[src/rtl/cvxif_copro_responder.sv]
// CV-X-IF coprocessor responder: decodes custom-3 ALU ops and accepts or rejects each issue.
// It holds accepted ops in order until they are committed or killed, then returns the result.
module cvxif_copro_responder #(
    parameter int unsigned XLEN       = 32,
    parameter int unsigned IdWidth    = 4,
    parameter int unsigned QueueDepth = 2
) (
    input  logic               clk_i,
    input  logic               rst_i,
    input  logic               issue_valid_i,
    output logic               issue_ready_o,
    input  logic [31:0]        issue_instr_i,
    input  logic [IdWidth-1:0] issue_id_i,
    input  logic [XLEN-1:0]    issue_rs1_i,
    input  logic [XLEN-1:0]    issue_rs2_i,
    input  logic [1:0]         issue_rs_valid_i,
    output logic               issue_accept_o,
    output logic               issue_writeback_o,
    input  logic               commit_valid_i,
    input  logic [IdWidth-1:0] commit_id_i,
    input  logic               commit_kill_i,
    output logic               result_valid_o,
    input  logic               result_ready_i,
    output logic [IdWidth-1:0] result_id_o,
    output logic [4:0]         result_rd_o,
    output logic               result_we_o,
    output logic [XLEN-1:0]    result_data_o
);

    localparam int unsigned CntW = $clog2(QueueDepth + 1);

    // Entries are kept compacted toward index 0, so index 0 is always the head.
    logic [QueueDepth-1:0] r_valid, r_cmt, r_we;
    logic [IdWidth-1:0]    r_id   [QueueDepth];
    logic [4:0]            r_rd   [QueueDepth];
    logic [XLEN-1:0]       r_data [QueueDepth];
    logic [CntW-1:0]       r_count;

    logic [QueueDepth-1:0] w_valid_d, w_cmt_d, w_we_d;
    logic [IdWidth-1:0]    w_id_d   [QueueDepth];
    logic [4:0]            w_rd_d   [QueueDepth];
    logic [XLEN-1:0]       w_data_d [QueueDepth];
    logic [CntW-1:0]       w_count_d;

    logic [2:0]      w_f3;
    logic            w_legal, w_need_rs1, w_need_rs2, w_we;
    logic [XLEN-1:0] w_data;
    logic            w_full, w_hs, w_push, w_pop;
    logic            w_unused_instr;

    assign w_f3           = issue_instr_i[14:12];
    assign w_unused_instr = ^issue_instr_i[24:15];

    always_comb begin
        w_legal    = 1'b0;
        w_need_rs1 = 1'b0;
        w_need_rs2 = 1'b0;
        w_we       = 1'b0;
        w_data     = '0;
        if (issue_instr_i[6:0] == 7'b1111011 && issue_instr_i[31:25] == 7'b0) begin
            case (w_f3)
                3'b000: begin
                    w_legal = 1'b1; w_need_rs1 = 1'b1; w_need_rs2 = 1'b1; w_we = 1'b1;
                    w_data  = issue_rs1_i + issue_rs2_i;
                end
                3'b001: begin
                    w_legal = 1'b1; w_need_rs1 = 1'b1; w_need_rs2 = 1'b1; w_we = 1'b1;
                    w_data  = issue_rs1_i ^ issue_rs2_i;
                end
                3'b010: begin
                    w_legal = 1'b1; w_need_rs1 = 1'b1; w_we = 1'b1;
                    w_data  = issue_rs1_i;
                end
                3'b011: begin
                    w_legal = 1'b1; w_need_rs1 = 1'b1; w_need_rs2 = 1'b1; w_we = 1'b1;
                    w_data  = issue_rs1_i - issue_rs2_i;
                end
                3'b100:  w_legal = 1'b1;
                default: w_legal = 1'b0;
            endcase
        end
    end

    assign w_full        = (r_count == CntW'(QueueDepth));
    assign issue_ready_o = !w_full && (!w_legal ||
                           ((!w_need_rs1 || issue_rs_valid_i[0]) &&
                            (!w_need_rs2 || issue_rs_valid_i[1])));
    assign w_hs              = issue_valid_i && issue_ready_o;
    assign w_push            = w_hs && w_legal;
    assign issue_accept_o    = w_push;
    assign issue_writeback_o = w_hs && w_we;

    assign result_valid_o = r_valid[0] && r_cmt[0];
    assign result_id_o    = r_id[0];
    assign result_rd_o    = r_rd[0];
    assign result_we_o    = r_we[0];
    assign result_data_o  = r_data[0];
    assign w_pop          = result_valid_o && result_ready_i;

    always_comb begin
        logic [QueueDepth-1:0] keep;
        logic [QueueDepth-1:0] cmt;
        logic                  matched;
        logic                  push_hit;
        int unsigned           wr;
        keep    = r_valid;
        cmt     = r_cmt;
        matched = 1'b0;
        for (int unsigned i = 0; i < QueueDepth; i++) begin
            if (commit_valid_i && !matched && r_valid[i] && !r_cmt[i] &&
                r_id[i] == commit_id_i) begin
                matched = 1'b1;
                if (commit_kill_i) keep[i] = 1'b0;
                else               cmt[i]  = 1'b1;
            end
        end
        if (w_pop) keep[0] = 1'b0;
        push_hit = commit_valid_i && !matched && w_push && (issue_id_i == commit_id_i);

        w_valid_d = '0;
        w_cmt_d   = '0;
        w_we_d    = '0;
        for (int unsigned i = 0; i < QueueDepth; i++) begin
            w_id_d[i]   = '0;
            w_rd_d[i]   = '0;
            w_data_d[i] = '0;
        end
        wr = 0;
        for (int unsigned i = 0; i < QueueDepth; i++) begin
            if (keep[i]) begin
                w_valid_d[wr] = 1'b1;
                w_cmt_d[wr]   = cmt[i];
                w_we_d[wr]    = r_we[i];
                w_id_d[wr]    = r_id[i];
                w_rd_d[wr]    = r_rd[i];
                w_data_d[wr]  = r_data[i];
                wr            = wr + 1;
            end
        end
        // A push only happens when not full, so wr is always in range here.
        if (w_push && !(push_hit && commit_kill_i) && wr < QueueDepth) begin
            w_valid_d[wr] = 1'b1;
            w_cmt_d[wr]   = push_hit;
            w_we_d[wr]    = w_we;
            w_id_d[wr]    = issue_id_i;
            w_rd_d[wr]    = issue_instr_i[11:7];
            w_data_d[wr]  = w_data;
            wr            = wr + 1;
        end
        w_count_d = CntW'(wr);
    end

    always_ff @(posedge clk_i or posedge rst_i) begin
        if (rst_i) begin
            r_valid <= '0;
            r_cmt   <= '0;
            r_we    <= '0;
            r_count <= '0;
            for (int unsigned i = 0; i < QueueDepth; i++) begin
                r_id[i]   <= '0;
                r_rd[i]   <= '0;
                r_data[i] <= '0;
            end
        end else begin
            r_valid <= w_valid_d;
            r_cmt   <= w_cmt_d;
            r_we    <= w_we_d;
            r_count <= w_count_d;
            for (int unsigned i = 0; i < QueueDepth; i++) begin
                r_id[i]   <= w_id_d[i];
                r_rd[i]   <= w_rd_d[i];
                r_data[i] <= w_data_d[i];
            end
        end
    end

endmodule

[config.mk]
export PLATFORM = sky130hd
export DESIGN_NAME = cvxif_copro_responder
export DESIGN_NICKNAME = d
export VERILOG_FILES = /design/src/rtl/cvxif_copro_responder.sv
export SDC_FILE = /design/constraint.sdc
export NUM_CORES = 1
export LEC_CHECK = 0
export CAP_MARGIN = 25
export CORE_MARGIN = 4
export CORE_UTILIZATION = 53
export DETAILED_ROUTE_END_ITERATION = 12
export GPL_TIMING_DRIVEN = 1
export PLACE_DENSITY_LB_ADDON = 0.25
export SYNTH_ARGS = -nofsm -noshare
export SYNTH_HDL_FRONTEND = slang
export SYNTH_SLANG_ARGS = --single-unit
[constraint.sdc]
create_clock -name clk_i -period 3.7 [get_ports clk_i]
set_clock_uncertainty 0.1 [all_clocks]
set_input_delay 0.925 -clock clk_i [delete_from_list [all_inputs] [get_ports clk_i]]
set_output_delay 0.925 -clock clk_i [all_outputs]
set_load 0.02 [all_outputs]
Word-level counts from Yosys, hierarchy flattened:

Index checks and enable logic that the tools add are counted.

* register bits: 90
* input port bits: 112
* output and inout bits: 46
* word-level logic and storage cells: 145

* add/sub/neg operators: 4
* $lt $le $gt $ge: 9
* eq/ne operators: 9
* multiplexer cells: 66
* bitwise operators: 5
* reductions and logical operators: 42

Operators by type and width (number)
* two-way mux 32 bit: 5
* bitwise mux 64 bit: 2
* two-way mux 64 bit: 2
* one-hot mux 32 bit (4 select lines): 1
* < comparator 32 x 2 -> 1 bit, second input constant: 3
* greater-or-equal comparator 33 x 2 -> 1 bit, second input constant: 2
* < comparator 33 x 1 -> 1 bit, second input constant: 2
* NOT 32 -> 33 bit: 2
* demux 32 bit (select 1 bit): 2
* greater-or-equal comparator 32 x 1 -> 1 bit, second input constant: 2
* adder 32 x 1 -> 32 bit, second input constant: 1
* adder 32 bit: 1
* subtractor 32 bit: 1
* XOR 32 bit: 1
* logical AND 1 bit: 25
* two-way mux 1 bit: 23
* bitwise mux 10 bit: 2
* two-way mux 10 bit: 2
* bitwise mux 8 bit: 2
* two-way mux 8 bit: 2
* two-way mux 5 bit: 3
* two-way mux 2 bit: 7
* equality test 4 bit: 3
* two-way mux 4 bit: 3
* 19 further kinds: 36

Longest topological paths before layout:

Gate-level depths: netlist of the first run.

* word-level depth: 19
* depth in mapped cells: 20
* gate-level depth less buffers: 19

Worst setup path before layout of the first run:

OpenSTA, ideal clock, no wires.

* path kind: in2reg
* start point: input port issue_rs2_i[7]
* end point: register r_data (netlist bit result_data_o[31])
* library setup time: 138 ps
* arrival: 4839 ps
* data required time: 3462 ps
* setup slack: -1376 ps
* stages: 16
* path buffers: 1
* cells stage by stage: or3_4 > or3_4 > or4_2 > nor3_1 > a21oi_1 > xnor2_1 > ha_1 > clkbuf_1 > nand4_1 > or4_1 > o21ai_0 > a2111oi_0 > nor3_1 > xnor2_1 > a21oi_1 > o22ai_1

RTL lines
* start, declared: RTL line 15 `input logic [XLEN-1:0] issue_rs2_i,`
* end signal, assigned by index: RTL line 172 `r_data[i] <= w_data_d[i];`
* end, declared: RTL line 36 `logic [XLEN-1:0] r_data [QueueDepth];`

==> impl_metrics.yaml, run 1 <==
cts:
  clk_latency_ns: 0.35
  hold_buffers: 0
  cts.path.max_buffers: 2
  cts_tree: "yes"
  h-tree-depth: 3
  cts.sinks: 89
  cts.clk_slew.worst_paths_ns: 0.06
  cts_root_buffer: "clkbuf_16"
  cts_buffers: 9
detailed_routing:
  wirelength_mm: 28.69
  final_antenna_net_count: 0
  vias: 8760
  drt_iter0_drc: 776
  drcViolationCount: 0
  viasPerCell: 6.105
  wire_per_inst_um: 19.99
  firstDrtPassIters: 5
power:
  leakage_uw: 0.005408
  switching_share_pct: 34.52
  total_power_uw: 3596
  peakVddDrop_uv: 177.7
  power_switching_uw: 1241
  seq_power_share_pct: 27.7
  pwr_density_cell_nw_per_um2: 307.7
  clkPwrFrac_pct: 28.7
  intPower_uw: 2355
  combinationalPowerShare_pct: 43.7
sta:
  relSlewSlack_pct: 63.48
  fin_ws_ns: -1.128
  slew_violations: 0
  finalSetupViolCount: 42
  fmaxAchievable_mhz: 207.1
  min_period_over_period_pct: 130.5
  rsz0062_at_grt: "true"
  worstMarginPinSlew_ns: 0.5478
  hold_viol_final: 0
  min_period_ns: 4.828
run_status:
  violations: "setup timing"
  status: "complete, but fails checks"
synthesis:
  synthTopCellsByArea: "dfrtp_1, a21oi_1, xnor2_1"
  netlist-cell-type-count: 66
  synth_cells: 936
  synth-async-reset-ratio_pct: 100.0
  yosysTopAreaCell: "dfrtp_1"
  ys_ff_latch: 89
  yosysWarnings: 0
  ys.flop_type: "dfrtp_1"
  synth_nets: 1084
  synthesis.area_um2: 7473
  synth_top_area_share_pct: 29.80
  avgSynthCellArea_um2: 7.984
  synth_edf_count: 0
  yosysSeqAreaShare_pct: 29.80
grt:
  grt_pass1_vias: 8463
  grt_first_pass_wirelength_mm: 42.68
  grt_use_total_pct: 32.76
  grt_max_degree: 90
  grt_antenna_before_repair: 0
  overflow: 0
final_layout:
  area_growth_pct: 56.37
  fin_cells: 1435
  drive_gt1_share_pct: 34.02
  nets: 1398
  num_antenna_cells: 0
die:
  core_area_um2: 13830
  rows: 43
  fp.dieH_um: 126.7
  initial_utilization_pct: 54.05
  die_w_um: 126.7
  pin_count: 158
  die-area_um2: 16060
place:
  hpwl_mm: 18.96
  port_buffers: 147
  dp.cells: 1374
  gp_congestion: 0.9551
critical_path:
  cp-start-kind: "input port"
  cp_max_fo: 5
  cp-end-kind: "flip-flop"
  required_ns: 3.82
  worstPathArrival_ns: 4.95
  path_class: "in -> reg"
min_path:
  min_path_type: "reg -> reg"
run:
  maxCapViolCount: 0
-- worst max-delay path: stages --
cell and delay, ns:
clkdlybuf4s50_1 0.43, or3_4 0.38, or4_4 0.48, buf_4 0.17, o21ai_2 0.13, xor2_1 0.09, ha_1 0.39, buf_6 0.14
nand4_1 0.12, nor2_1 0.17, o211ai_1 0.19, a21oi_2 0.29, buf_4 0.18, o21ai_4 0.05, a32o_2 0.28, xnor2_1 0.13
a221oi_2 0.26, o22ai_1 0.13
-- layout make-up --
cell class                 instances  area [um^2]
multi-input combinational        726         5344
timing repair buffer             397         3445
sequential                        89         2227
fill                             811         2141
clock buffer                      12        266.5
tap                              180        225.2
inverter                          27        105.1
clock inverter                     4        73.82
-- cells in the final DEF, fill, tap and decap left out, types with 28 or more instances in the layout --
master / count
xnor2_1: 44
buf_4: 229
nand2_1: 99
o21ai_0: 48
xor2_1: 28
and3_1: 29
a21oi_1: 75
clkdlybuf4s50_1: 118
nor2_1: 44
ha_1: 31
dfrtp_1: 89
-- power groups by stage --
stage / registers, uW / logic (uW) / clock network [uW]
3_5_place_dp: 1010 / 1300 / 0
6_report: 995 / 1570 / 1030
5_1_grt: 995 / 1660 / 1070
4_1_cts: 991 / 1410 / 1030
3_3_place_gp: 1010 / 1280 / 0
2_1_floorplan: 1010 / 711 / 0
-- sequential cells by signal (all words and copies together), names as in the netlist --
| name | cells |
|---|---|
| r_data | 32 |
| result_data_o | 32 |
| r_rd | 5 |
| result_rd_o | 5 |
| r_id | 4 |
| result_id_o | 4 |
| r_cmt | 2 |
| r_count | 2 |
| r_we | 2 |
| r_valid | 1 |
-- cells in the mapped netlist (all sizes together) (6+ instances only) --
master,number
o21ai,86
nor3b,15
o22ai,27
xnor2,51
nand3b,9
a211oi,8
dfrtp,89
clkbuf,43
a21o,12
o31ai,7
nor3,18
a21oi,101
xor2,28
and3,29
a31oi,11
buf,51
a221oi,15
nand3,14
ha,35
or4,6
nor2,50
a22o,14
nor2b,6
nand2b,7
inv,27
or3,6
nand2,107
nand4,7
mux2,6
-- logic make-up after synthesis --
family,count (synthesis),share of synthesized area [%]
adder cells (fa/ha/maj),36,6.128
AO/OA/AOI/OAI,306,24.93
flip-flops,89,29.80
AND/OR/NAND/NOR,299,20.66
multiplexers,6,0.9040
buffers and inverters,121,8.321
XOR/XNOR,79,9.258
-- stage by stage --
stage	hold slack (ns)	utilization [%]	setup TNS, ns	worst slack, ns	area, um^2
global placement	0.3513	74.90	-64.39	-1.638	10360
detailed placement	0.3609	74.90	-71.84	-1.779	10360
CTS	0.3748	80.92	-28.04	-1.042	11190
finish	0.3747	84.52	-30.74	-1.128	11690
global route	0.3958	84.52	-35.86	-1.202	11690
floorplan	0.3388	-	-19.16	-0.9228	7609
-- final timing paths --
path	startpoint	endpoint	slack, ns	cells after the start
max	issue_rs2_i[9]	result_data_o[30]$_DFF_PP0_	-1.13	18
min	r_data[8]$_DFF_PP0_	r_data[8]$_DFF_PP0_	0.37	2
max reg2reg	result_id_o[3]$_DFF_PP0_	r_data[5]$_DFF_PP0_	0.50	15
min reg2reg	r_data[8]$_DFF_PP0_	r_data[8]$_DFF_PP0_	0.37	2
max in group asynchronous	rst_i	result_data_o[16]$_DFF_PP0_	2.22	3
min in group asynchronous	rst_i	result_data_o[17]$_DFF_PP0_	0.90	3
-- routing by layer --
metal / global-route usage, % / vias up / share of wire, %
li1: - / 3973 / -
met1: 44.43 / 4171 / 41
met2: 54.14 / 525 / 48
met3: 4.884 / 91 / 8.2
met4: 10.28 / 0 / 3.3
met5: 0 / - / 0
-- timing repair --
action	in CTS	in global routing
cloned	1	0
endpoints found under the setup margin	57	78
buffers inserted	23	24
resized for setup	145	88
pin swaps	69	81
hold endpoints to repair	0	0
Power figures use the tool's default switching activity.
==> run 2: changes to the inputs <==
--- a/config.mk
+++ b/config.mk
@@ -11,6 +11,7 @@
 export DETAILED_ROUTE_END_ITERATION = 12
 export GPL_TIMING_DRIVEN = 1
 export PLACE_DENSITY_LB_ADDON = 0.25
+export RECOVER_POWER = 50
 export SYNTH_ARGS = -nofsm -noshare
 export SYNTH_HDL_FRONTEND = slang
 export SYNTH_SLANG_ARGS = --single-unit
==> constraint.sdc (replaced) <==
create_clock -name clk_i -period 5.25 [get_ports clk_i]
set_clock_uncertainty 0.1 [all_clocks]
set_input_delay 1.3125 -clock clk_i [delete_from_list [all_inputs] [get_ports clk_i]]
set_output_delay 1.3125 -clock clk_i [all_outputs]
set_load 0.02 [all_outputs]
==> run 2 against run 1 <==
The flow finishes with violations (capacitance limit, slew limit). Power fell by 39%. Non-clock buffer count fell by 105. Flip-flop and latch count did not move. Hold slack got worse by 0.0067 ns. Combinational power fell by 43%. Largest cell class unchanged. Largest power group unchanged.
==> impl_metrics.yaml, run 2 (same netlist as run 1, synthesis figures left out) <==
run_status:
  status: "complete, but fails checks"
  violations: "capacitance limit, slew limit"
cts:
  cts.clk_slew.worst_paths_ns: 0.06
  cts_root_buffer: "clkbuf_16"
  cts.path.max_buffers: 2
  cts.sinks: 89
  cts_tree: "yes"
  clk_latency_ns: 0.33
  h-tree-depth: 3
  cts_buffers: 9
die:
  pin_count: 158
  die_w_um: 126.7
  rows: 43
  core_area_um2: 13830
  initial_utilization_pct: 54.05
  fp.dieH_um: 126.7
  die-area_um2: 16060
detailed_routing:
  firstDrtPassIters: 6
  drcViolationCount: 0
  drt_iter0_drc: 645
  met3WireLength_mm: 1.629
  viasPerCell: 5.817
  vias: 7737
  drt-met1-wl_mm: 9.902
  dr_wl_met2_mm: 10.50
  wire_per_inst_um: 16.92
  final_antenna_net_count: 0
  wirelength_mm: 22.50
  highest_layer: "met4"
grt:
  grt_use_total_pct: 26.91
  grt_pass1_vias: 7251
  grt_antenna_before_repair: 0
  grt_first_pass_wirelength_mm: 35.83
  overflow: 0
  grt_max_degree: 53
critical_path:
  path_class: "in -> reg"
  worstPathArrival_ns: 5.31
  cp_top_family: "compound AO/OA/AOI/OAI gates"
  reg2reg_depth: 14
  cpPeakStageDelay_ns: 0.56
  worst-path-buf-inv: 3
  cp-start-kind: "input port"
  slowest_stage: "or4_4"
  required_ns: 5.36
  cp-end-kind: "flip-flop"
  crit_chain: "clkdlybuf4s50_1 -> inv_1 -> ha_1 -> nand2_1 -> or4_4 -> nor2_2 -> nor2_1 -> xnor2_1 -> ha_1 -> nand2_1 -> o21a_1 -> o22ai_1 -> nor2_1 -> a21oi_2 -> o21ai_2 -> a32o_1 -> xnor2_1 -> a221oi_2 -> buf_4 -> o21ai_0"
  cp_max_fo: 6
  worst-path-stages: 20
power:
  peakVddDrop_uv: 156.0
  pwr_density_cell_nw_per_um2: 215.1
  leakage_uw: 0.004658
sta:
  relSlewSlack_pct: -49.26
  finalSetupViolCount: 0
  min_period_ns: 5.203
  min_period_over_period_pct: 99.11
  slew_violations: 53
  hold_viol_final: 0
  fmaxAchievable_mhz: 192.2
  worstMarginPinSlew_ns: 2.227
final_layout:
  fin_cells: 1330
  layout.area.seq_um2: 2227
  nets: 1293
  num_antenna_cells: 0
  layout_commonest_cell: "buf_4"
  fillers: 1043
  final_cell_mix: "buf_4, clkdlybuf4s50_1, nand2_1"
  area_growth_pct: 37.42
  design_area_um2: 10270
  multi_input_area_um2: 4835
  drive_gt1_share_pct: 19.39
min_path:
  holdPathStages: 2
  min_path_type: "reg -> reg"
place:
  gp_congestion: 0.8947
  dp.cells: 1307
  hpwl_mm: 16.74
  port_buffers: 147
  dpl_cell_area_um2: 9738
run:
  maxCapViolCount: 1
## run 2: area by class of cell
class,count,area share [%]
repair buffers,292,25.17
clock inverters,1,0.07310
flip-flops and latches,89,21.69
clock buffers,15,2.802
well taps,180,2.193
inverters,27,0.9990
multi-input cells,726,47.08
## run 2: worst min-delay path, delay by kind of cell, from the launching register on
kind,cells,cell delay [ns]
flops,1,0.33
simple gates,2,0.11
## run 2: metrics by stage
stage | hold slack [ns] | util, % | setup TNS (ns) | total power (uW) | setup slack, ns
2_1_floorplan | 0.3388 | - | 0 | 1188 | 0.01011
3_3_place_gp | 0.3501 | 70.43 | -17.84 | 1537 | -0.8158
3_5_place_dp | 0.3547 | 70.43 | -18.85 | 1545 | -0.8485
4_1_cts | 0.3694 | 73.10 | 0 | 2182 | 0.01820
5_1_grt | 0.3899 | 74.27 | -0.4514 | 2324 | -0.1174
6_report | 0.3679 | 74.27 | 0 | 2209 | 0.04675
## run 2: report_power, final
part | switching [uW] | internal (uW)
combinational | 488 | 402
clock | 247 | 373
sequential | 5.10 | 694
## run 2: repair_timing
item	CTS	global route
resized for setup	36	30
hold buffers	0	0
setup buffers	1	6
pin swaps	19	27
gates cloned	0	0
setup endpoints to repair	28	14
## run 2: final timing paths
| kind | to | from | slack, ns |
|---|---|---|---|
| min in group asynchronous | result_data_o[24]$_DFF_PP0_ | rst_i | 1.93 |
| max in group asynchronous | result_data_o[1]$_DFF_PP0_ | rst_i | 1.22 |
| worst min-delay path | r_we[1]$_DFF_PP0_ | r_we[1]$_DFF_PP0_ | 0.37 |
| worst max-delay path | r_data[30]$_DFF_PP0_ | issue_rs2_i[1] | 0.05 |
| worst max register to register | result_data_o[31]$_DFF_PP0_ | result_id_o[3]$_DFF_PP0_ | 1.91 |
| worst min register to register | r_we[1]$_DFF_PP0_ | r_we[1]$_DFF_PP0_ | 0.37 |
## run 2: routing by layer
| metal | GRT usage, % | vias to the layer above |
|---|---|---|
| met3 | 3.116 | 37 |
| li1 | - | 3763 |
| met5 | 0 | - |
| met2 | 43.06 | 319 |
| met1 | 38.68 | 3618 |
| met4 | 7.508 | 0 |
